## src/rtl/sort_merge_scheduler.sv

```systemverilog
`default_nettype none
// ============================================================================
// Module      : sort_merge_scheduler
// Description : RAM_N-way merge of independently sorted banks onto an
//               Avalon-ST source; define SORT_MERGE_DESCENDING_EN for max-first.
// Revision    : 1.0 - initial release
// ============================================================================
module sort_merge_scheduler #(
  parameter int DWIDTH = 8,
  parameter int AWIDTH = 8,
  parameter int RAM_N  = 4
) (
  input  logic                        clk_i,
  input  logic                        srst_i,
  input  logic                        start_i,
  input  logic [RAM_N*(AWIDTH+1)-1:0] bank_len_i,
  output logic                        busy_o,
  output logic                        done_o,
  output logic [RAM_N-1:0]            rd_en_o,
  output logic [RAM_N*AWIDTH-1:0]     rd_addr_o,
  input  logic [RAM_N*DWIDTH-1:0]     rd_data_i,
  output logic [DWIDTH-1:0]           src_data_o,
  output logic                        src_valid_o,
  output logic                        src_startofpacket_o,
  output logic                        src_endofpacket_o,
  input  logic                        src_ready_i
);

  localparam int LW = AWIDTH + 1;
  localparam int SW = $clog2(RAM_N);
  localparam int TW = LW + SW;

  typedef enum logic [1:0] {
    S_IDLE   = 2'd0,
    S_PRIME  = 2'd1,
    S_WAIT   = 2'd2,
    S_OUTPUT = 2'd3
  } state_t;

  state_t             r_state;
  logic [LW-1:0]      r_rem  [RAM_N];
  logic [AWIDTH-1:0]  r_addr [RAM_N];
  logic [DWIDTH-1:0]  r_head [RAM_N];
  logic [RAM_N-1:0]   r_hv;
  logic [RAM_N-1:0]   r_pend;
  logic [TW-1:0]      r_total;
  logic               r_first;
  logic               r_done;

  logic [TW-1:0]      w_len_sum;
  logic [SW-1:0]      w_sel;
  logic [DWIDTH-1:0]  w_best;
  logic               w_found;
  logic               w_hs;
  logic [LW-1:0]      w_sel_rem;
  logic               w_refill;

  always_comb begin
    w_len_sum = '0;
    for (int i = 0; i < RAM_N; i++) begin
      w_len_sum = w_len_sum + TW'(bank_len_i[i*LW +: LW]);
    end
  end

  // Strict comparison keeps the lowest-index bank on ties.
  always_comb begin
    w_sel   = '0;
    w_best  = '0;
    w_found = 1'b0;
    for (int i = 0; i < RAM_N; i++) begin
      if (r_hv[i]) begin
`ifdef SORT_MERGE_DESCENDING_EN
        if (!w_found || (r_head[i] > w_best)) begin
`else
        if (!w_found || (r_head[i] < w_best)) begin
`endif
          w_found = 1'b1;
          w_best  = r_head[i];
          w_sel   = SW'(i);
        end
      end
    end
  end

  assign w_hs      = (r_state == S_OUTPUT) && src_ready_i;
  assign w_sel_rem = r_rem[w_sel];
  assign w_refill  = w_hs && (w_sel_rem != LW'(1));

  always_comb begin
    rd_en_o = '0;
    for (int i = 0; i < RAM_N; i++) begin
      rd_en_o[i] = ((r_state == S_PRIME) && (r_rem[i] != '0)) ||
                   (w_refill && (w_sel == SW'(i)));
    end
  end

  // r_addr tracks the address of the next word to fetch for each bank.
  for (genvar g = 0; g < RAM_N; g++) begin : g_rd_addr
    assign rd_addr_o[g*AWIDTH +: AWIDTH] = r_addr[g];
  end

  always_ff @(posedge clk_i) begin
    if (srst_i) begin
      r_state <= S_IDLE;
      r_hv    <= '0;
      r_pend  <= '0;
      r_total <= '0;
      r_first <= 1'b0;
      r_done  <= 1'b0;
      for (int i = 0; i < RAM_N; i++) begin
        r_rem[i]  <= '0;
        r_addr[i] <= '0;
        r_head[i] <= '0;
      end
    end else begin
      r_done <= 1'b0;
      r_pend <= rd_en_o;
      case (r_state)
        S_IDLE: begin
          if (start_i) begin
            for (int i = 0; i < RAM_N; i++) begin
              r_rem[i]  <= bank_len_i[i*LW +: LW];
              r_addr[i] <= '0;
            end
            r_total <= w_len_sum;
            r_hv    <= '0;
            r_first <= 1'b1;
            if (w_len_sum == '0) begin
              r_done <= 1'b1;
            end else begin
              r_state <= S_PRIME;
            end
          end
        end
        S_PRIME: begin
          for (int i = 0; i < RAM_N; i++) begin
            r_addr[i] <= AWIDTH'(1);
          end
          r_state <= S_WAIT;
        end
        S_WAIT: begin
          for (int i = 0; i < RAM_N; i++) begin
            if (r_pend[i]) begin
              r_head[i] <= rd_data_i[i*DWIDTH +: DWIDTH];
              r_hv[i]   <= 1'b1;
            end
          end
          r_state <= S_OUTPUT;
        end
        S_OUTPUT: begin
          if (w_hs) begin
            r_rem[w_sel]  <= w_sel_rem - LW'(1);
            r_addr[w_sel] <= r_addr[w_sel] + AWIDTH'(1);
            r_hv[w_sel]   <= 1'b0;
            r_total       <= r_total - TW'(1);
            r_first       <= 1'b0;
            if (r_total == TW'(1)) begin
              r_state <= S_IDLE;
              r_done  <= 1'b1;
            end else if (w_refill) begin
              r_state <= S_WAIT;
            end
          end
        end
        default: r_state <= S_IDLE;
      endcase
    end
  end

  assign busy_o              = (r_state != S_IDLE);
  assign done_o              = r_done;
  assign src_valid_o         = (r_state == S_OUTPUT);
  assign src_data_o          = src_valid_o ? w_best : '0;
  assign src_startofpacket_o = src_valid_o && r_first;
  assign src_endofpacket_o   = src_valid_o && (r_total == TW'(1));

endmodule
`default_nettype wire

```

## config.mk

```make
export PLATFORM = sky130hd
export DESIGN_NAME = sort_merge_scheduler
export DESIGN_NICKNAME = d
export VERILOG_FILES = /design/src/rtl/sort_merge_scheduler.sv
export SDC_FILE = /design/constraint.sdc
export NUM_CORES = 1
export LEC_CHECK = 0
export CELL_PAD_IN_SITES_DETAIL_PLACEMENT = 1
export CELL_PAD_IN_SITES_GLOBAL_PLACEMENT = 1
export CORE_MARGIN = 2
export CORE_UTILIZATION = 38
export DETAILED_ROUTE_END_ITERATION = 6
export PLACE_DENSITY = 0.73
export RECOVER_POWER = 50
export SLEW_MARGIN = 20
export SYNTH_ARGS = -nofsm -noshare
export SYNTH_HDL_FRONTEND = slang
export SYNTH_SLANG_ARGS = --single-unit
```

## constraint.sdc

```tcl
create_clock -name clk_i -period 9.24 [get_ports clk_i]
set_clock_uncertainty 0.2 [all_clocks]
set_input_delay 1.848 -clock clk_i [delete_from_list [all_inputs] [get_ports clk_i]]
set_output_delay 1.848 -clock clk_i [all_outputs]
set_load 0.02 [all_outputs]
```

**After elaboration in Yosys (flattened, before gate mapping)**

Memories as Yosys holds them, arrays and structs flattened.
Index checks and enable logic that the tools add are counted.
W data, S select, Z words.

- Add/sub/neg operators: 6
- $lt $le $gt $ge: 5
- Equality and inequality tests: 16
- Mux-type cells: 96
- Bitwise operators: 18
- Reduce and logical (&&, ||, !) cells: 41

Operators by type and width:

| kind | count |
|---|---|
| $mux W8 | 21 |
| $mux W1 | 49 |
| $mux W9 | 5 |
| $reduce_bool A9 Y1 | 4 |
| $lt A8 B8 Y1 | 3 |
| $mux W11 | 2 |
| $mux W2 | 11 |
| $pmux W11 S2 | 1 |
| $reduce_and A4 Y1 | 5 |
| $or A1 B1 Y1 | 16 |
| $logic_and A1 B1 Y1 | 13 |
| $ne A2 B2 Y1 const B | 6 |
| $pmux W4 S3 | 1 |
| $add A10 B9 Y11 | 1 |
| $add A11 B9 Y11 | 1 |
| $eq A11 B1 Y1 const B | 1 |
| $logic_not A11 Y1 | 1 |
| $sub A11 B1 Y11 const B | 1 |
| $add A9 B9 Y10 | 1 |
| $ne A9 B1 Y1 const B | 1 |
| $reduce_or A9 Y1 | 1 |
| $sub A9 B1 Y9 const B | 1 |
| $add A8 B1 Y8 const B | 1 |
| $eq A2 B2 Y1 const B | 4 |
| 18 further kinds | 31 |

- Flip-flop bits (word level): 23
- Memory bits (writable): 100
- Input port bits: 72
- Output and inout bits: 49
- Logic and storage cells: 194
- Memories: 3

Memories:

| name | words | width | rd ports | clocked after memory_dff | wr ports | RTL line | text |
|---|---|---|---|---|---|---|---|
| r_rem | 4 | 9 | 5 | 0 | 4 | 41 | `logic [LW-1:0] r_rem [RAM_N];` |
| r_addr | 4 | 8 | 5 | 0 | 4 | 42 | `logic [AWIDTH-1:0] r_addr [RAM_N];` |
| r_head | 4 | 8 | 4 | 0 | 4 | 43 | `logic [DWIDTH-1:0] r_head [RAM_N];` |

**Longest topological paths before layout**

Gate-level depths: netlist of the first run.
An unclocked memory read counts as a cell.

- Depth after elaboration: 22
- Mapped depth: 39
- Gate-level depth less buffers: 32

**Least setup slack after synthesis of the first run**

Ideal clock, no wire load.

- Path type: flip-flop to output port
- Start point: register r_hv[0]
- End point: output port rd_en_o[0]
- Arrival: 7512 ps
- Required time: 7192 ps
- Setup slack: -320 ps
- Stages on the path, launching flop included: 36
- Buffers on the path: 7
- Cell sequence: dfxtp_1 buf_6 nand2_1 ha_1 o211ai_1 o21ai_1 a211o_1 buf_6 nand2_1 clkbuf_1 clkbuf_1 nor2_1 a21oi_1 ha_1 a21o_1 a21o_1 a221oi_1 a21oi_1 a21o_1 buf_4 clkbuf_1 clkbuf_1 o21ai_0 ha_1 a21o_1 a21o_1 a21oi_1 a21oi_1 a211oi_4 a221oi_1 nor3_1 ha_1 o31ai_1 a211oi_1 nand4_1 a32o_1

- Word-level cells in the longest chain between the ends: 18
- Elaborated cells on any way between the ends: 31
- Classes of those cells: 3 x order compare; 1 x eq/ne; 16 x mux; 10 x reduce/logical; 1 x memory

RTL lines:

| what | RTL line | text |
|---|---|---|
| from (decl) | 44 | `logic [RAM_N-1:0] r_hv;` |
| from (signal assigned) | 105 | `r_hv <= '0;` |
| from (signal assigned) | 126 | `r_hv <= '0;` |
| from (signal, indexed assignment) | 145 | `r_hv[i] <= 1'b1;` |
| $mux W8 / $mux W1 (equally long branches) | 71 | `if (r_hv[i]) begin` |
| $lt A8 B8 Y1 / $logic_not A1 Y1 (equally long branches) | 75 | `if (!w_found \|\| (r_head[i] < w_best)) begin` |
| $logic_or A1 B1 Y1 | 75 |  |
| $mux W8 / $mux W1 (equally long branches) | 75 |  |
| $mux W8 / $mux W1 (equally long branches) | 71 |  |
| $lt A8 B8 Y1 / $logic_not A1 Y1 (equally long branches) | 75 |  |
| $logic_or A1 B1 Y1 | 75 |  |
| $mux W8 / $mux W1 (equally long branches) | 75 |  |
| (+2 left out) | - |  |
| $logic_or A1 B1 Y1 | 75 |  |
| $mux W2 | 75 |  |
| $mux W2 * | 71 |  |
| $mem_v2 Z4 W9 | - |  |
| $ne A9 B1 Y1 | 87 | `assign w_refill = w_hs && (w_sel_rem != LW'(1));` |
| $logic_and A1 B1 Y1 | 87 |  |
| $logic_and A1 B1 Y1 * | 93 | `(w_refill && (w_sel == SW'(i)));` |
| $logic_or A1 B1 Y1 * | 92 | `rd_en_o[i] = ((r_state == S_PRIME) && (r_rem[i] != '0)) \|\|` |
| to (decl) | 19 | `output logic [RAM_N-1:0] rd_en_o,` |

Every way passes the cells marked *; elsewhere a longest branch is shown, timed or not.

**Final worst setup path of the first run**

Ends and elaborated chain as after synthesis.

==> flow_summary.ini, run 1 <==
[setup_path]
reg2reg_slack_ns = 1.54
startpoint_type = flip-flop
crit_arrival_ns = 6.76
critPathKind = reg -> out
worstPathMaxFanout = 9
end_kind = output port
required_ns = 7.19
cp_common_cell = ha_1
max_stage_delay_ns = 0.38
crit_path_top_delay_cell = dfxtp_4

[routing]
ant_nets = 0
drc = 0
totalWireLength_mm = 27.8
dr_total_vias = 7497
viasPerCell = 5.85
firstDrtPassIters = 5
drt-initial-drc-count = 601
wl_per_cell_um = 21.7

[grt]
grt_pass1_vias = 7652
grt.total_usage_pct = 25.1
grt_max_degree = 39
grt_antenna_before_repair = 0
overflow = 0
grt_pass1_wl_mm = 43.3

[cts]
cts.sinks = 123
clock_path_buffers = 2
root_buffer = clkbuf_16
cts_tree = done
clk_latency_ns = 0.43
cts_hold_buf = 0
cts_made_buffers = 17
clkSlewWorstSetupHoldPaths_ns = 0.06
htree_num_levels = 4

[synthesis]
syn_inst = 864
synthArstFlopShare_pct = 0
synth_fp_nets = 995
yosys_most_used_dff = edfxtp_1
synth_area_per_cell_um2 = 9.47
synth_cell_types = 74
synth-edff-count = 100
synth_area_um2 = 8180
synth_seq_area_share_pct = 42.3
synth_warnings = 0
synth-seq-cells = 123

[pwr]
switching_share_pct = 47.3
p_seq_share_pct = 25.2
power.density_nw_per_um2 = 340
p_leak_nw = 4.03
switching_power_mw = 1.67
total_power_mw = 3.54
p_int_mw = 1.86
power.share.clock_pct = 18.3
worst_ir_drop_vdd_v = 0.000203
comb_power_share_pct = 56.6

[die]
core_um2 = 21100
rows = 53
die_width_um = 151
die_height_um = 151
die_area_um2 = 22700
io_pins = 121
start_util_pct = 38.8

[run_status]
violations = max-capacitance violations, max-slew violations
status = finished with violations

[placement]
routabilityCongestion = 0.859
place.port_buffers = 120
placed_cells = 1243
dp_hpwl_mm = 20.8
place_ws_ns = -0.136

[cells_and_area]
final_common_cell = edfxtp_1
final_layout_size_suffix_gt1_share_pct = 9.63
stdcell_count = 1282
nNetsFinal = 1125
diodes = 0
syn_to_final_growth_pct = 26.9
layout_common_cells = 100 x edfxtp_1, 89 x nor2_1, 78 x clkdlybuf4s50_1

[timing]
grt_setup_unrepaired = false
whs_ns = 0.302
layout_min_cycle_time_ns = 8.81
finalMaxSlewViolations = 39
finalWorstSetupSlack_ns = 0.433
post-route-period-util_pct = 95.3
clock.fmax_ghz = 0.114
setup_viol = 0
worst_pin_slew_ns = 1.98
relSlewSlack_pct = -32.2
hold_viol = 0

[min_path]
hp-class = reg -> reg

[job]
cap_violations = 1
[flip-flops by register name (all words and copies together) (netlist names)]
| signal | cells |
|---|---|
| r_total | 11 |
| r_state | 2 |
| done_o | 1 |
| r_pend | 4 |
| r_addr | 32 |
| r_first | 1 |
| r_rem | 36 |
| r_head | 32 |
| r_hv | 4 |
[per-stage QoR]
stage | setup TNS [ns] | instance area, um2 | utilization (%)
floorplan | 0 | 8190 | -
global placement | 0 | 9720 | 46.1
detailed placement | -0.388 | 9720 | 46.1
CTS | -0.0538 | 10300 | 49.0
global route | 0 | 10400 | 49.2
finish | 0 | 10400 | 49.2
[final timing paths]
path / startpoint / end / depth (start not counted)
max: r_hv[0] / rd_en_o[0] / 32
min: r_first / r_first / 2
max reg2reg: r_hv[0] / r_addr[2][2] / 29
min reg2reg: r_first / r_first / 2
[cell families (layout without fill, tap and decap cells)]
family | Yosys count | in the layout | synth area share, %
AND/OR/NAND/NOR | 345 | 345 | 20.7
AO/OA/AOI/OAI | 243 | 244 | 19.6
flip-flops | 123 | 123 | 42.3
buffers and inverters | 70 | 212 | 3.99
adder cells (fa/ha/maj) | 59 | 59 | 10.7
XOR/XNOR | 14 | 14 | 1.50
multiplexers | 10 | 10 | 1.25
[final cells by class]
type	count	area [um2]
Tap cell	275	344
Timing Repair Buffer	155	1420
Sequential cell	123	3470
Inverter	25	93.8
Clock inverter	13	128
Clock buffer	19	433
Multi-Input combinational cell	672	4500
Fill cell	2424	10700
[power groups by stage]
| stage | clock [mW] | sequential (mW) | combinational, mW |
|---|---|---|---|
| after floorplan | 0 | 0.892 | 1.24 |
| after global placement | 0 | 0.895 | 1.90 |
| after detailed placement | 0 | 0.898 | 1.95 |
| after CTS | 0.649 | 0.888 | 1.99 |
| after global routing | 0.674 | 0.905 | 2.19 |
| final | 0.647 | 0.889 | 2.00 |
[layer usage]
| layer | up-vias | wire length [um] | share of wire, % | GRT usage, % |
|---|---|---|---|---|
| met2 | 269 | 13600 | 49 | 42.9 |
| met3 | 25 | 1480 | 5.3 | 4.00 |
| met4 | 0 | 354 | 1.3 | 5.84 |
| met1 | 3699 | 12300 | 44 | 33.5 |
| met5 | - | 0 | 0 | 0 |
| li1 | 3504 | - | - | - |
[Yosys cell counts, types with 3 or more instances]
cell / count / area (um2)
or4_1: 6 / 45.0
nand2b_1: 10 / 62.6
o31ai_1: 9 / 67.6
o21ai_0: 75 / 375
nor4_1: 9 / 56.3
inv_1: 25 / 93.8
buf_6: 7 / 78.8
and2_1: 4 / 25.0
o221a_2: 3 / 33.8
nand4_1: 9 / 56.3
dfxtp_1: 23 / 460
nor2b_1: 5 / 31.3
nand2_1: 69 / 259
nand3_1: 61 / 305
a211oi_1: 10 / 75.1
clkbuf_1: 33 / 124
and3_1: 38 / 238
xor2_1: 9 / 78.8
a221oi_1: 10 / 87.6
o21a_1: 4 / 30.0
nor2_1: 91 / 342
xnor2_1: 5 / 43.8
mux2i_1: 8 / 80.1
o22ai_1: 4 / 25.0
nor3_1: 23 / 115
a22oi_1: 7 / 52.6
o211ai_1: 12 / 90.1
fa_1: 18 / 360
or3_1: 6 / 37.5
ha_1: 41 / 513
edfxtp_1: 100 / 3000
or2_2: 3 / 18.8
a21oi_1: 61 / 305
a21o_1: 12 / 90.1
[worst max-delay path, delay by kind of cell (launching register included)]
family,cells,cell delay [ns]
compound gates,15,3.20
simple gates,10,1.18
fa+ha+maj,4,1.04
buf+inv,3,0.52
flops,1,0.38
[timing repair]
item,CTS,global route
pin swaps,3,8
cloned,0,1
gates resized for setup,20,22
endpoints found under the setup margin,12,12
buffers inserted,2,4
endpoints found under the hold margin,0,0
Note: power is estimated with default switching activity, not from simulation.
==> run 2, diff against run 1 <==
Settings changed: CAP_MARGIN set to 20, CORE_ASPECT_RATIO set to 1.4, CORE_UTILIZATION 38 to 46, PLACE_DENSITY 0.73 to 0.83.
Clock period 9.24 ns to 10.88 ns, I/O delays scaled along.
==> flow_summary.ini, run 2 (synthesis gave the netlist of run 1 again) <==
[die]
die_width_um = 117
start_util_pct = 47.0
die_area_um2 = 18900
rows = 57
core_um2 = 17400
io_pins = 121
die_height_um = 162

[routing]
drt-initial-drc-count = 457
drc = 0
viasPerCell = 6.14
dr_total_vias = 7522
totalWireLength_mm = 28.0
wl_per_cell_um = 22.8
ant_nets = 0
firstDrtPassIters = 6

[job]
cap_violations = 1

[timing]
setup_tns_ns = 0
whs_ns = 0.283
setup_viol = 0
relSlewSlack_pct = -25.4
post-route-period-util_pct = 96.3
hold_viol = 0
worst_pin_slew_ns = 1.88
clock.fmax_ghz = 0.0954
layout_min_cycle_time_ns = 10.48
finalMaxSlewViolations = 39

[grt]
grt_antenna_before_repair = 0
grt_max_degree = 39
grt.total_usage_pct = 30.4
grt_pass1_wl_mm = 43.5
grt_pass1_vias = 8067
overflow = 0

[cells_and_area]
diodes = 0
final_common_cell = edfxtp_1
largest_reg_flops = 36
nNetsFinal = 1107
syn_to_final_growth_pct = 25.0
largestRegisters = r_rem x36, r_addr x32, r_head x32
layout_common_cells = 100 x edfxtp_1, 90 x nor2_1, 80 x clkdlybuf4s50_1
largest-register = r_rem
final_layout_size_suffix_gt1_share_pct = 7.18
design_area_um2 = 10200

[setup_path]
worstPathMaxFanout = 16
worstRegToRegCells = 25
required_ns = 8.50
max_stage_delay_ns = 0.58
crit_path_top_delay_cell = clkdlybuf4s50_1
startpoint_type = flip-flop
critPathKind = reg -> out
end_kind = output port
crit_arrival_ns = 8.10

[run_status]
status = finished with violations
violations = max-capacitance violations, max-slew violations

[placement]
routabilityCongestion = 0.921
place.port_buffers = 120
dpl_cell_area_um2 = 9570
dp_hpwl_mm = 21.1

[pwr]
p_int_mw = 1.59
comb_power_share_pct = 55.0
power.share.clock_pct = 19.8
p_leak_nw = 3.98
power.density_nw_per_um2 = 294
total_power_mw = 3.01
switching_share_pct = 47.0
worst_ir_drop_vdd_v = 0.000164
p_seq_share_pct = 25.2
switching_power_mw = 1.41

[cts]
cts_made_buffers = 17
clk_latency_ns = 0.43
htree_num_levels = 4
clkSlewWorstSetupHoldPaths_ns = 0.06
cts_tree = done
clock_path_buffers = 2
root_buffer = clkbuf_16
cts.sinks = 123

[min_path]
hold_path_depth = 2
hp-class = reg -> reg
run 2: changes by cell type in the layout (fill, tap and decap cells not counted), sizes merged, moves of 2 or more:
cell           before  now
buf                26   15
dlygate4sd3        38   40
clkinv              8    5
bufinv              2    4
clkbuf             32   22
clkdlybuf4s50      78   80
run 2: final timing paths:
path / endpoint / start / slack, ns
worst max-delay path: rd_en_o[2] / r_hv[0] / 0.40
worst max register to register: r_addr[3][7] / r_hv[0] / 2.85
worst min-delay path: r_first / r_first / 0.28
worst min register to register: r_first / r_first / 0.28
run 2: worst max-delay path: cells and delay by family (launching register included):
family | cells | cell delay [ns]
compound gates | 12 | 2.71
simple gates | 12 | 2.01
buf+inv | 4 | 1.25
fa+ha+maj | 4 | 1.16
flops | 1 | 0.51
run 2: area by class of cell:
| cell class | instances | area, um2 |
|---|---|---|
| tap | 236 | 295 |
| inverter | 25 | 93.8 |
| timing repair buffer | 138 | 1330 |
| clock buffer | 19 | 433 |
| clock inverter | 13 | 174 |
| multi-input combinational | 671 | 4440 |
| fill | 1994 | 7170 |
| sequential | 123 | 3460 |
run 2: power groups by stage:
stage / Clock (mW) / Sequential [mW] / Combinational, mW
2_1_floorplan: 0 / 0.758 / 1.05
3_3_place_gp: 0 / 0.758 / 1.56
3_5_place_dp: 0 / 0.763 / 1.61
4_1_cts: 0.597 / 0.755 / 1.63
5_1_grt: 0.615 / 0.767 / 1.79
6_report: 0.596 / 0.757 / 1.65
run 2: metal layers:
layer | up-vias | part of all wire [%] | GRT usage (%)
li1 | 3472 | - | -
met1 | 3670 | 37 | 33.6
met2 | 288 | 53 | 54.9
met3 | 92 | 4.3 | 5.00
met4 | 0 | 4.9 | 15.9
met5 | - | 0 | 0
run 2: timing repair:
action                                  CTS  global route
endpoints found under the setup margin    4             4
pin swaps                                 0             2
buffers inserted                          0             2
resized for setup                         2             5
hold buffers                              0             0
run 2: per-stage QoR:
stage,setup WS (ns),util (%),instances
final,0.402,58.8,1225
after global routing,-0.0471,58.8,1225
after CTS,0.189,58.5,1222
after detailed placement,0.319,55.0,1190
after global placement,0.726,54.9,1190
after floorplan,0.992,-,864
